### src/rtl/sobel_ctrl.sv
// rtl/sobel_ctrl.sv - Sobel frame sequencer (optional border fill: SOBEL_BORDER_FILL_EN)
module sobel_ctrl #(
    parameter int         H_ACTIVE    = 640,
    parameter int         V_ACTIVE    = 480,
    parameter int         PIPE_LAT    = 6,
    parameter logic [7:0] THRESH_INIT = 8'd100
) (
    input  logic       CLOCK,
    input  logic       RESET_N,
    input  logic       iFVAL,
    input  logic       iDVAL,
    input  logic [7:0] iTHRESH,
    input  logic       iTHRESH_WR,
    input  logic [9:0] iSOBEL_DATA,
    output logic       oDP_EN,
    output logic [7:0] oTHRESH,
    output logic [9:0] oDATA,
    output logic       oDVAL,
    output logic       oFRAME_DONE,
    output logic       oBUSY
);

    localparam int XW = $clog2(H_ACTIVE + 1);
    localparam int YW = $clog2(V_ACTIVE + 1);
    localparam int DW = $clog2(PIPE_LAT + 1);

    localparam logic [XW-1:0] X_LAST = XW'(H_ACTIVE - 1);
    localparam logic [XW-1:0] X_TWO  = XW'(2);
    localparam logic [YW-1:0] Y_END  = YW'(V_ACTIVE);
    localparam logic [YW-1:0] Y_TWO  = YW'(2);
    localparam logic [DW-1:0] D_LAST = DW'(PIPE_LAT);

    typedef enum logic [1:0] {
        S_IDLE,
        S_ACTIVE,
        S_DRAIN
    } state_t;

    state_t              state;
    state_t              state_nxt;
    logic                fval_d;
    logic [XW-1:0]       x_cnt;
    logic [YW-1:0]       y_cnt;
    logic [DW-1:0]       drain_cnt;
    logic [7:0]          thresh_pend;
    logic [PIPE_LAT-1:0] pipe_acc;
    logic [PIPE_LAT-1:0] pipe_win;
    logic                dp_en;
    logic                in_win;
    logic                frame_start;
    logic                drain_done;
    logic                acc_tap;
    logic                win_tap;

    assign frame_start = (state == S_IDLE) && iFVAL && !fval_d;
    assign drain_done  = (state == S_DRAIN) && (drain_cnt == D_LAST);
    assign dp_en       = iDVAL && (state == S_ACTIVE) && (y_cnt < Y_END);
    assign in_win      = (x_cnt >= X_TWO) && (y_cnt >= Y_TWO);
    assign acc_tap     = pipe_acc[PIPE_LAT-1];
    assign win_tap     = pipe_win[PIPE_LAT-1];
    assign oDP_EN      = dp_en;

    // Next-state decode: start on a sampled rising edge, drain after iFVAL drops
    always_comb begin
        state_nxt = state;
        case (state)
            S_IDLE:   if (frame_start) state_nxt = S_ACTIVE;
            S_ACTIVE: if (!iFVAL)      state_nxt = S_DRAIN;
            S_DRAIN:  if (drain_done)  state_nxt = S_IDLE;
            default:                   state_nxt = S_IDLE;
        endcase
    end

    // State register with registered busy flag and end-of-frame pulse
    always_ff @(posedge CLOCK or negedge RESET_N) begin
        if (!RESET_N) begin
            state       <= S_IDLE;
            oBUSY       <= 1'b0;
            oFRAME_DONE <= 1'b0;
        end else begin
            state       <= state_nxt;
            oBUSY       <= (state_nxt != S_IDLE);
            oFRAME_DONE <= drain_done;
        end
    end

    // Previous iFVAL sample; resets high so a frame already in progress is skipped
    always_ff @(posedge CLOCK or negedge RESET_N) begin
        if (!RESET_N) fval_d <= 1'b1;
        else          fval_d <= iFVAL;
    end

    // Drain timer runs only while the pipeline empties
    always_ff @(posedge CLOCK or negedge RESET_N) begin
        if (!RESET_N)              drain_cnt <= '0;
        else if (state != S_DRAIN) drain_cnt <= '0;
        else                       drain_cnt <= drain_cnt + DW'(1);
    end

    // Pixel column/row tracking; row saturates at V_ACTIVE because dp_en drops there
    always_ff @(posedge CLOCK or negedge RESET_N) begin
        if (!RESET_N) begin
            x_cnt <= '0;
            y_cnt <= '0;
        end else if (frame_start) begin
            x_cnt <= '0;
            y_cnt <= '0;
        end else if (dp_en) begin
            if (x_cnt == X_LAST) begin
                x_cnt <= '0;
                y_cnt <= y_cnt + YW'(1);
            end else begin
                x_cnt <= x_cnt + XW'(1);
            end
        end
    end

    // Threshold: writes land in the pending copy, the live copy moves only at frame start
    always_ff @(posedge CLOCK or negedge RESET_N) begin
        if (!RESET_N) begin
            thresh_pend <= THRESH_INIT;
            oTHRESH     <= THRESH_INIT;
        end else begin
            if (iTHRESH_WR)  thresh_pend <= iTHRESH;
            if (frame_start) oTHRESH     <= iTHRESH_WR ? iTHRESH : thresh_pend;
        end
    end

    // Latency-matching delay line for {accepted, in-window}
    always_ff @(posedge CLOCK or negedge RESET_N) begin
        if (!RESET_N) begin
            pipe_acc <= '0;
            pipe_win <= '0;
        end else begin
            pipe_acc <= (pipe_acc << 1) | PIPE_LAT'(dp_en);
            pipe_win <= (pipe_win << 1) | PIPE_LAT'(dp_en && in_win);
        end
    end

    // Output realignment; oDATA holds its value whenever oDVAL is low
    always_ff @(posedge CLOCK or negedge RESET_N) begin
        if (!RESET_N) begin
            oDATA <= '0;
            oDVAL <= 1'b0;
        end else if (acc_tap && win_tap) begin
            oDATA <= iSOBEL_DATA;
            oDVAL <= 1'b1;
`ifdef SOBEL_BORDER_FILL_EN
        end else if (acc_tap) begin
            oDATA <= 10'h3FF;
            oDVAL <= 1'b1;
`endif
        end else begin
            oDVAL <= 1'b0;
        end
    end

endmodule
### config.mk
export PLATFORM = sky130hd
export DESIGN_NAME = sobel_ctrl
export DESIGN_NICKNAME = d
export VERILOG_FILES = /design/src/rtl/sobel_ctrl.sv
export SDC_FILE = /design/constraint.sdc
export NUM_CORES = 1
export LEC_CHECK = 0
export BUFFER_PORTS_ARGS = -buffer_cell sky130_fd_sc_hd__buf_2
export CAP_MARGIN = 20
export CORE_MARGIN = 2
export CORE_UTILIZATION = 50
export CTS_CLUSTER_DIAMETER = 50
export DETAILED_ROUTE_END_ITERATION = 7
export PLACE_DENSITY = 0.8
export SYNTH_ARGS = -nofsm -noshare
export SYNTH_HDL_FRONTEND = slang
export SYNTH_SLANG_ARGS = --single-unit
export TNS_END_PERCENT = 30
### constraint.sdc
create_clock -name CLOCK -period 1.5 [get_ports CLOCK]
set_input_delay 0.3 -clock CLOCK [delete_from_list [all_inputs] [get_ports CLOCK]]
set_output_delay 0.3 -clock CLOCK [all_outputs]
set_load 0.05 [all_outputs]
# Word level (Yosys, flattened, before mapping)
# Cells that the tools add are included.
totals:
  output_inout_bits: 22
  memories: 0
  inputBits: 23
  reg_bits: 66
  mem_bits_rw: 0
  wordCells: 53
  mem_bits_ro: 0
  latchBits: 0
classes:
  addsub: 3
  shift: 0
  bitwise_logic: 2
  eq_ne: 5
  multipliers: 0
  div: 0
  reduce_logical: 14
  n_lt_le_gt_ge: 3
  n_mux: 13
op_table:
  columns: ["op", "count"]
  rows:
  - ["10-bit 2-to-1 mux", 3]
  - ["9-bit 2-to-1 mux", 3]
  - ["6-bit by 1-bit OR with 6-bit output", 2]
  - ["10-bit by 1-bit adder with 10-bit output, second input constant", 1]
  - ["10-bit == test, second input constant", 1]
  - ["10-bit by 2-bit greater-or-equal comparator with 1-bit output, second input constant", 1]
  - ["9-bit by 1-bit adder with 9-bit output, second input constant", 1]
  - ["9-bit by 2-bit greater-or-equal comparator with 1-bit output, second input constant", 1]
  - ["9-bit less-than comparator, second input constant", 1]
  - ["1-bit logical AND", 8]
  - ["8-bit 2-to-1 mux", 1]
  - ["2-bit 2-to-1 mux", 3]
  - ["2-bit case mux with 3 select lines", 1]
  - ["2-bit nonzero test", 3]
  - ["3-bit by 1-bit adder with 3-bit output, second input constant", 1]
  - ["3-bit == test, second input constant", 1]
  - ["3-bit 2-to-1 mux", 1]
  - ["2-bit by 1-bit == test with 1-bit output, second input constant", 1]
  - ["2-bit == test, second input constant", 1]
  - ["2-bit logical NOT", 1]
  - ["2-bit inequality test, second input constant", 1]
  - ["2-bit AND reduction", 1]
  - ["1-bit logical NOT", 1]
  - ["1-bit 2-to-1 mux", 1]

# Longest topological paths before layout
# Gate-level depths: netlist of run 1.
depth:
  ltp_word: 6
  mapped_depth: 6
  mapped_depth_nobuf: 6

# Least setup slack after synthesis of run 1
# OpenSTA, ideal clock, no wires.
synth_timing:
  path_type: "register to register"
  from: "register x_cnt[7]"
  to: "register y_cnt[6]"
  n_path_buf: 1
  t_arrival_ns: 1.532
  required_ns: 1.426
  path_stages_with_launch: 6
  setup_ns: 0.074
  period_less_slack_ns: 1.606
  slack_ns: -0.106
  path_cell_list: "dfrtp_1 nor3b_4 nand2_4 buf_6 or4_4 a21oi_2"
synth_between:
  elab_chain_cells: 3
synth_rtl:
  columns: ["element", "line", "rtl"]
  rows:
  - ["start: declaration", "42", "logic [XW-1:0] x_cnt;"]
  - ["start signal: assignment", "113", "x_cnt <= x_cnt + XW'(1);"]
  - ["10-bit == test", "109", "if (x_cnt == X_LAST) begin"]
  - ["2-bit nonzero test (no source line)", null, null]
  - ["2-bit AND reduction (no source line)", null, null]
  - ["end signal: assignment", "111", "y_cnt <= y_cnt + YW'(1);"]
  - ["end: declaration", "43", "logic [YW-1:0] y_cnt;"]
# Every way passes these cells.
# A chain may end at the register's enable or synchronous reset.

# Final worst setup path of run 1
layout_timing:
  from: "register y_cnt[8]"
  to: "output oDP_EN"
layout_between:
  elab_chain_cells: 2
layout_rtl:
  columns: ["element", "line", "rtl"]
  rows:
  - ["9-bit less-than comparator", "57", "assign dp_en = iDVAL && (state == S_ACTIVE) && (y_cnt < Y_END);"]
  - ["1-bit logical AND", "57", null]
  - ["end: declaration", "15", "output logic oDP_EN,"]
# Every way passes these cells.

==> results_dict.tcl, run 1 <==
set metrics [dict create \
    status "complete, but fails checks" \
    violations "setup timing" \
    wl_mm 6.241 \
    power.clock.fraction_pct 30.0 \
    clkLatencyLatePin_ns 0.34 \
    hp-class "in -> reg" \
    ant_nets 0 \
    worstPathMaxFanout 3 \
    rsz0062_at_grt "true" \
    dieArea_um2 6114 \
    max_cap_violations 0 \
    grt_max_degree 26 \
    synth_ff_type "dfrtp_1" \
    grt_busiest_layer "met2" \
    worst-path-buf-inv 2 \
    viasPerCell 5.377 \
    synth-async-reset-ratio_pct 100.0 \
    fin_cells 409 \
    fin_crit_sh_pct 112.8 \
    nets 361 \
    seqPwrFrac_pct 43.2 \
    syn_inst 237 \
    synth-edff-count 0 \
    cts_made_buffers 9 \
    cts_buffer_depth 2 \
    areaGrowthSynthToFinish_pct 36.59 \
    p_int_mw 3.317 \
    ys_warn_count 0 \
    synth_nets 265 \
    ys_ff_latch 66 \
    finish.utilization_pct 69.56 \
    tritoncts "built" \
    initial_core_util_pct 50.93 \
    htreeDepth 3 \
    crit_slowest_cell "dfrtp_1" \
    gp_congestion 0.9369 \
    synth.distinct_cells 37 \
    grt_usage_pct 22.05 \
    ios 45 \
    fmax_ghz 0.5912 \
    tightest_slew_ns 0.5315 \
    combPwrFrac_pct 26.8 \
    slew_headroom_pct 64.57 \
    use_met2_pct 37.93 \
    crit_required_ns 1.20 \
    core_um2 5405 \
    io_buffers 44 \
    path_cells "nand4_1 -> nand2_4 -> clkinvlp_4 -> buf_8" \
    crit_type "reg -> out" \
    netlist_area_um2 2753 \
    grtUsageMet3_pct 5.517 \
    die_x_um 78.20 \
    critPathMaxStageDelay_ns 0.38 \
    antenna_found_initial 0 \
    finalHoldViolations 0 \
    startpoint_type "flop" \
    power_density_nw_per_um2 1327 \
    finalSetupViolations 14 \
    dr.pass1.iters 5 \
    cts_root_buf "clkbuf_8" \
    use_met1_pct 25.66 \
    vdd_drop_max_v 0.0007872 \
    drt_iter0_drc 170 \
    num_rows 27 \
    wl_per_cell_um 15.26 \
    cp_data_arrival_time_ns 1.39 \
    grt_pass1_vias 2177 \
    clock-skew-final_ns 0.004722 \
    p_switching_mw 1.671 \
    diodes 0 \
    crit_family "simple AND/OR/NAND/NOR gates" \
    grt_pass1_wl_mm 10.27 \
    drive_gt1_share_pct 47.48 \
    cts.sinks 66 \
    drc 0 \
    swShare_pct 33.51 \
    clk_pin_slew_ns 0.07 \
    vias 2199 \
    syn_area_per_cell_um2 11.61 \
    hpwlAfterDp_mm 4.083 \
    drv_slew 0 \
    grt_overflow 0 \
    finalCriticalPeriod_ns 1.691 \
    reg2reg_slack_ns -0.14 \
    ys_seq_area_share_pct 60.32 \
    dieHeight_um 78.20 \
    dp.cells 379 \
    p_leak_nw 1.817 \
    finalWorstSetupSlack_ns -0.1914 \
    crit_path_end_kind "primary output" \
]
-- power by group through the flow --
stage | sequential, mW | combinational, mW | clock (mW)
after floorplan | 2.66 | 0.355 | 0
after global placement | 2.17 | 1.22 | 0
after detailed placement | 2.18 | 1.26 | 0
after CTS | 2.16 | 1.32 | 1.53
after global routing | 2.18 | 1.44 | 1.61
final | 2.15 | 1.33 | 1.50
-- Yosys cell counts, types with 2 or more instances --
library cell  number  area share (%)
ha_1               5             2.3
nand4_1            6             1.4
clkbuf_1           6            0.82
a21oi_1           11             2.0
and4_1             4             1.3
nand2_1           37             5.0
xnor2_1            4             1.3
o31ai_1            5             1.4
nor4_1             6             1.4
mux2_2            18             7.4
nor3_1             4            0.73
inv_1              6            0.82
and3_1             2            0.45
dfstp_2            7             6.7
o21ai_0            9             1.6
nand3_1           11             2.0
or3_1              6             1.4
nor2_1             7            0.95
or4_1              5             1.4
mux2i_1            2            0.73
dfrtp_1           59              54
buf_6              2            0.82
-- state kept, by name, indices dropped and copies added, names as in the netlist, 2 cells and up --
register	count
pipe_acc	6
oDATA	10
oTHRESH	8
pipe_win	6
x_cnt	10
state	2
y_cnt	9
thresh_pend	8
drain_cnt	3
-- layout by cell type (no fill, tap or decap), drive strengths merged, types with 4 or more instances in the layout --
master | synthesis | layout
nor2 | 7 | 7
nor4 | 6 | 6
mux2 | 18 | 18
o31ai | 5 | 5
dfstp | 7 | 7
nor3 | 4 | 4
dfrtp | 59 | 59
o21ai | 9 | 9
inv | 6 | 5
nand4 | 6 | 6
nand3 | 11 | 11
or4 | 6 | 6
clkbuf | 6 | 11
buf | 3 | 93
or3 | 6 | 6
ha | 5 | 5
nand2 | 38 | 38
and4 | 4 | 4
a21oi | 12 | 12
xnor2 | 4 | 4
-- through the flow --
step           hold slack, ns  cell area (um2)  worst slack [ns]  total power [mW]  setup TNS (ns)
3_5_place_dp           0.3005             3323           -0.1096             3.440         -0.6681
2_1_floorplan        0.004409             2785          -0.03808             3.020        -0.09060
5_1_grt               0.08510             3760           -0.2505             5.230          -2.507
4_1_cts               0.07793             3702           -0.1352             5.010         -0.7357
3_3_place_gp           0.2952             3323          -0.04001             3.393         -0.1929
6_report              0.09371             3760           -0.1914             4.988          -1.245
-- path summary, 6_finish.rpt --
check / from / endpoint / cells past startpoint
min in group asynchronous: RESET_N / y_cnt[0] / 2
setup reg to reg: y_cnt[7] / y_cnt[3] / 5
hold reg to reg: pipe_acc[2] / pipe_acc[3] / 0
max in group asynchronous: RESET_N / thresh_pend[2] / 3
setup / recovery: y_cnt[8] / oDP_EN / 4
hold / removal: iFVAL / fval_d / 1
-- layer usage --
metal	wire (um)	vias up
met4	194	0
met5	0	-
met3	317	18
li1	-	1035
met1	2460	1071
met2	3269	75
-- area by class of cell --
cell class              count  area [um2]
multi-input cells         156        1140
inverters                   6       26.28
fillers                   365        1645
well taps                  72       90.09
repair buffers             94       640.6
clock inverters             4       51.30
flip-flops and latches     66        1660
clock buffers              11       151.4
-- kinds of logic after synthesis --
kind of cell,count (synthesis),share of synthesized area (%)
flops,66,60.32
buf+inv,15,2.636
mux,20,8.091
compound gates,29,6.091
xor+xnor,5,1.591
fa+ha+maj,5,2.273
simple gates,97,19.00
-- timing repair --
action                                  CTS  global route
buffers inserted                         12             2
hold buffers                              1             0
endpoints found under the hold margin    16             0
pin swaps                                 9            10
endpoints found under the setup margin   12            21
resized for setup                        15            12
(Power assumes the default switching activity.)
==> run 2: changes to the inputs <==
--- a/config.mk
+++ b/config.mk
@@ -11,6 +11,7 @@
 export CORE_UTILIZATION = 50
 export CTS_CLUSTER_DIAMETER = 50
 export DETAILED_ROUTE_END_ITERATION = 7
+export GPL_TIMING_DRIVEN = 0
 export PLACE_DENSITY = 0.8
 export SYNTH_ARGS = -nofsm -noshare
 export SYNTH_HDL_FRONTEND = slang
==> run 2 against run 1 <==
The run still ends with setup timing left; global-route usage decreased by 2.2 points; die area unchanged; clock skew decreased by 0.00055 ns; clock-buffer cell count decreased by 2; combinational power about the same; register-to-register slack got worse by 0.11 ns; clock power decreased by 3%; critical endpoint unchanged; largest power group unchanged.
==> results_dict.tcl, run 2 (synthesis gave the netlist of run 1 again) <==
set metrics [dict create \
    status "complete, but fails checks" \
    violations "setup timing" \
    crit_path_end_kind "primary output" \
    tightest_slew_ns 0.7768 \
    gp_congestion 0.8365 \
    grt_overflow 0 \
    dieArea_um2 6114 \
    fmax_ghz 0.5678 \
    initial_core_util_pct 50.93 \
    largestRegisters "oDATA (10), x_cnt (10), y_cnt (9)" \
    nets 347 \
    ios 45 \
    dr.pass1.iters 4 \
    areaGrowthSynthToFinish_pct 33.68 \
    slew_headroom_pct 48.21 \
    cts_buffer_depth 2 \
    finalHoldViolations 0 \
    num_rows 27 \
    fill_cells 356 \
    cts_made_buffers 9 \
    htreeDepth 3 \
    cts_root_buf "clkbuf_8" \
    p_leak_nw 1.740 \
    dieHeight_um 78.20 \
    wl_per_cell_um 15.46 \
    tritoncts "built" \
    startpoint_type "flop" \
    drt_iter0_drc 200 \
    diodes 0 \
    ant_nets 0 \
    clk_pin_slew_ns 0.07 \
    hpwlAfterDp_mm 3.411 \
    max_cap_violations 0 \
    rsz0062_at_grt "true" \
    grt_pass1_wl_mm 9.356 \
    clock-skew-final_ns 0.004169 \
    clkLatencyLatePin_ns 0.34 \
    grt_pass1_vias 2047 \
    finalSetupViolations 19 \
    cp_data_arrival_time_ns 1.46 \
    finalCriticalPeriod_ns 1.761 \
    viasPerCell 5.404 \
    wl_mm 6.121 \
    fin_cells 396 \
    seqCellArea_um2 1665 \
    drc 0 \
    core_um2 5405 \
    vias 2140 \
    grt_usage_pct 19.85 \
    p_total_mw 4.961 \
    io_buffers 43 \
    drv_slew 0 \
    power_density_nw_per_um2 1348 \
    cts.sinks 66 \
    final_cell_mix "dfrtp_1 (55), buf_2 (41), nand2_1 (36), buf_4 (28), mux2_2 (18)" \
    dp.cells 352 \
    finalWorstSetupSlack_ns -0.2612 \
    grt_max_degree 67 \
    hp-class "in -> async" \
    antenna_found_initial 0 \
    fin_crit_sh_pct 117.4 \
    worstPathMaxFanout 4 \
    final_common_cell "dfrtp_1" \
    die_x_um 78.20 \
    multiInputGateArea_um2 1167 \
    crit_required_ns 1.20 \
    crit_type "reg -> out" \
    drive_gt1_share_pct 46.91 \
    vdd_drop_max_v 0.0007145 \
]
## run 2: final timing paths
| path | to | cells past startpoint | slack [ns] | start |
|---|---|---|---|---|
| min in group CLOCK | fval_d | 1 | 0.08 | iFVAL |
| hold / removal | y_cnt[8] | 1 | 0.04 | RESET_N |
| hold reg to reg | pipe_acc[5] | 0 | 0.35 | pipe_acc[4] |
| max in group asynchronous | x_cnt[7] | 1 | 0.91 | RESET_N |
| setup reg to reg | y_cnt[7] | 5 | -0.25 | y_cnt[8] |
| setup / recovery | oDP_EN | 4 | -0.26 | y_cnt[8] |
## run 2: per-stage QoR
stage / cell area, um2 / setup slack, ns / util, % / hold slack [ns] / setup TNS (ns)
after floorplan: 2785 / -0.03808 / - / 0.004409 / -0.09060
after global placement: 3090 / -0.2749 / 57.18 / 0.3327 / -10.38
after detailed placement: 3093 / -0.3067 / 57.22 / 0.3347 / -5.913
after CTS: 3498 / -0.1844 / 64.72 / 0.06116 / -1.337
after global routing: 3680 / -0.2900 / 68.08 / 0.07880 / -3.536
final: 3680 / -0.2612 / 68.08 / 0.03850 / -2.447
## run 2: timing repair
item	in CTS	in global routing
hold buffers	0	0
resized for setup	25	30
buffers inserted	18	10
pin swaps	13	12
setup endpoints to repair	28	38
## run 2: per-layer routing
metal / part of all wire (%) / global-route usage (%) / vias to the layer above
met4: 3.9 / 11.05 / 0
met2: 49 / 31.55 / 90
met1: 39 / 25.23 / 1014
met3: 7.3 / 4.483 / 23
met5: 0 / 0 / -
li1: - / - / 1013
## run 2: critical path: stages (launching register included)
cell	delay (ns)
dfrtp_1	0.41
nand4_1	0.28
nand2_8	0.16
clkinvlp_4	0.11
buf_8	0.16
## run 2: cell type report
type / instances / share of cell area [%]
Timing Repair Buffer: 71 / 12.10
Buffer: 9 / 2.482
Multi-Input combinational cell: 156 / 31.72
Clock inverter: 7 / 1.904
Clock buffer: 9 / 3.366
Tap cell: 72 / 2.448
Inverter: 6 / 0.7140
Sequential cell: 66 / 45.26
## run 2: report_power, final
group | internal [mW] | leakage [nW] | switching (mW)
sequential | 2.04 | 0.840 | 0.118
clock | 0.763 | 0.0990 | 0.692
combinational | 0.437 | 0.801 | 0.907
total | 3.24 | 1.74 | 1.72
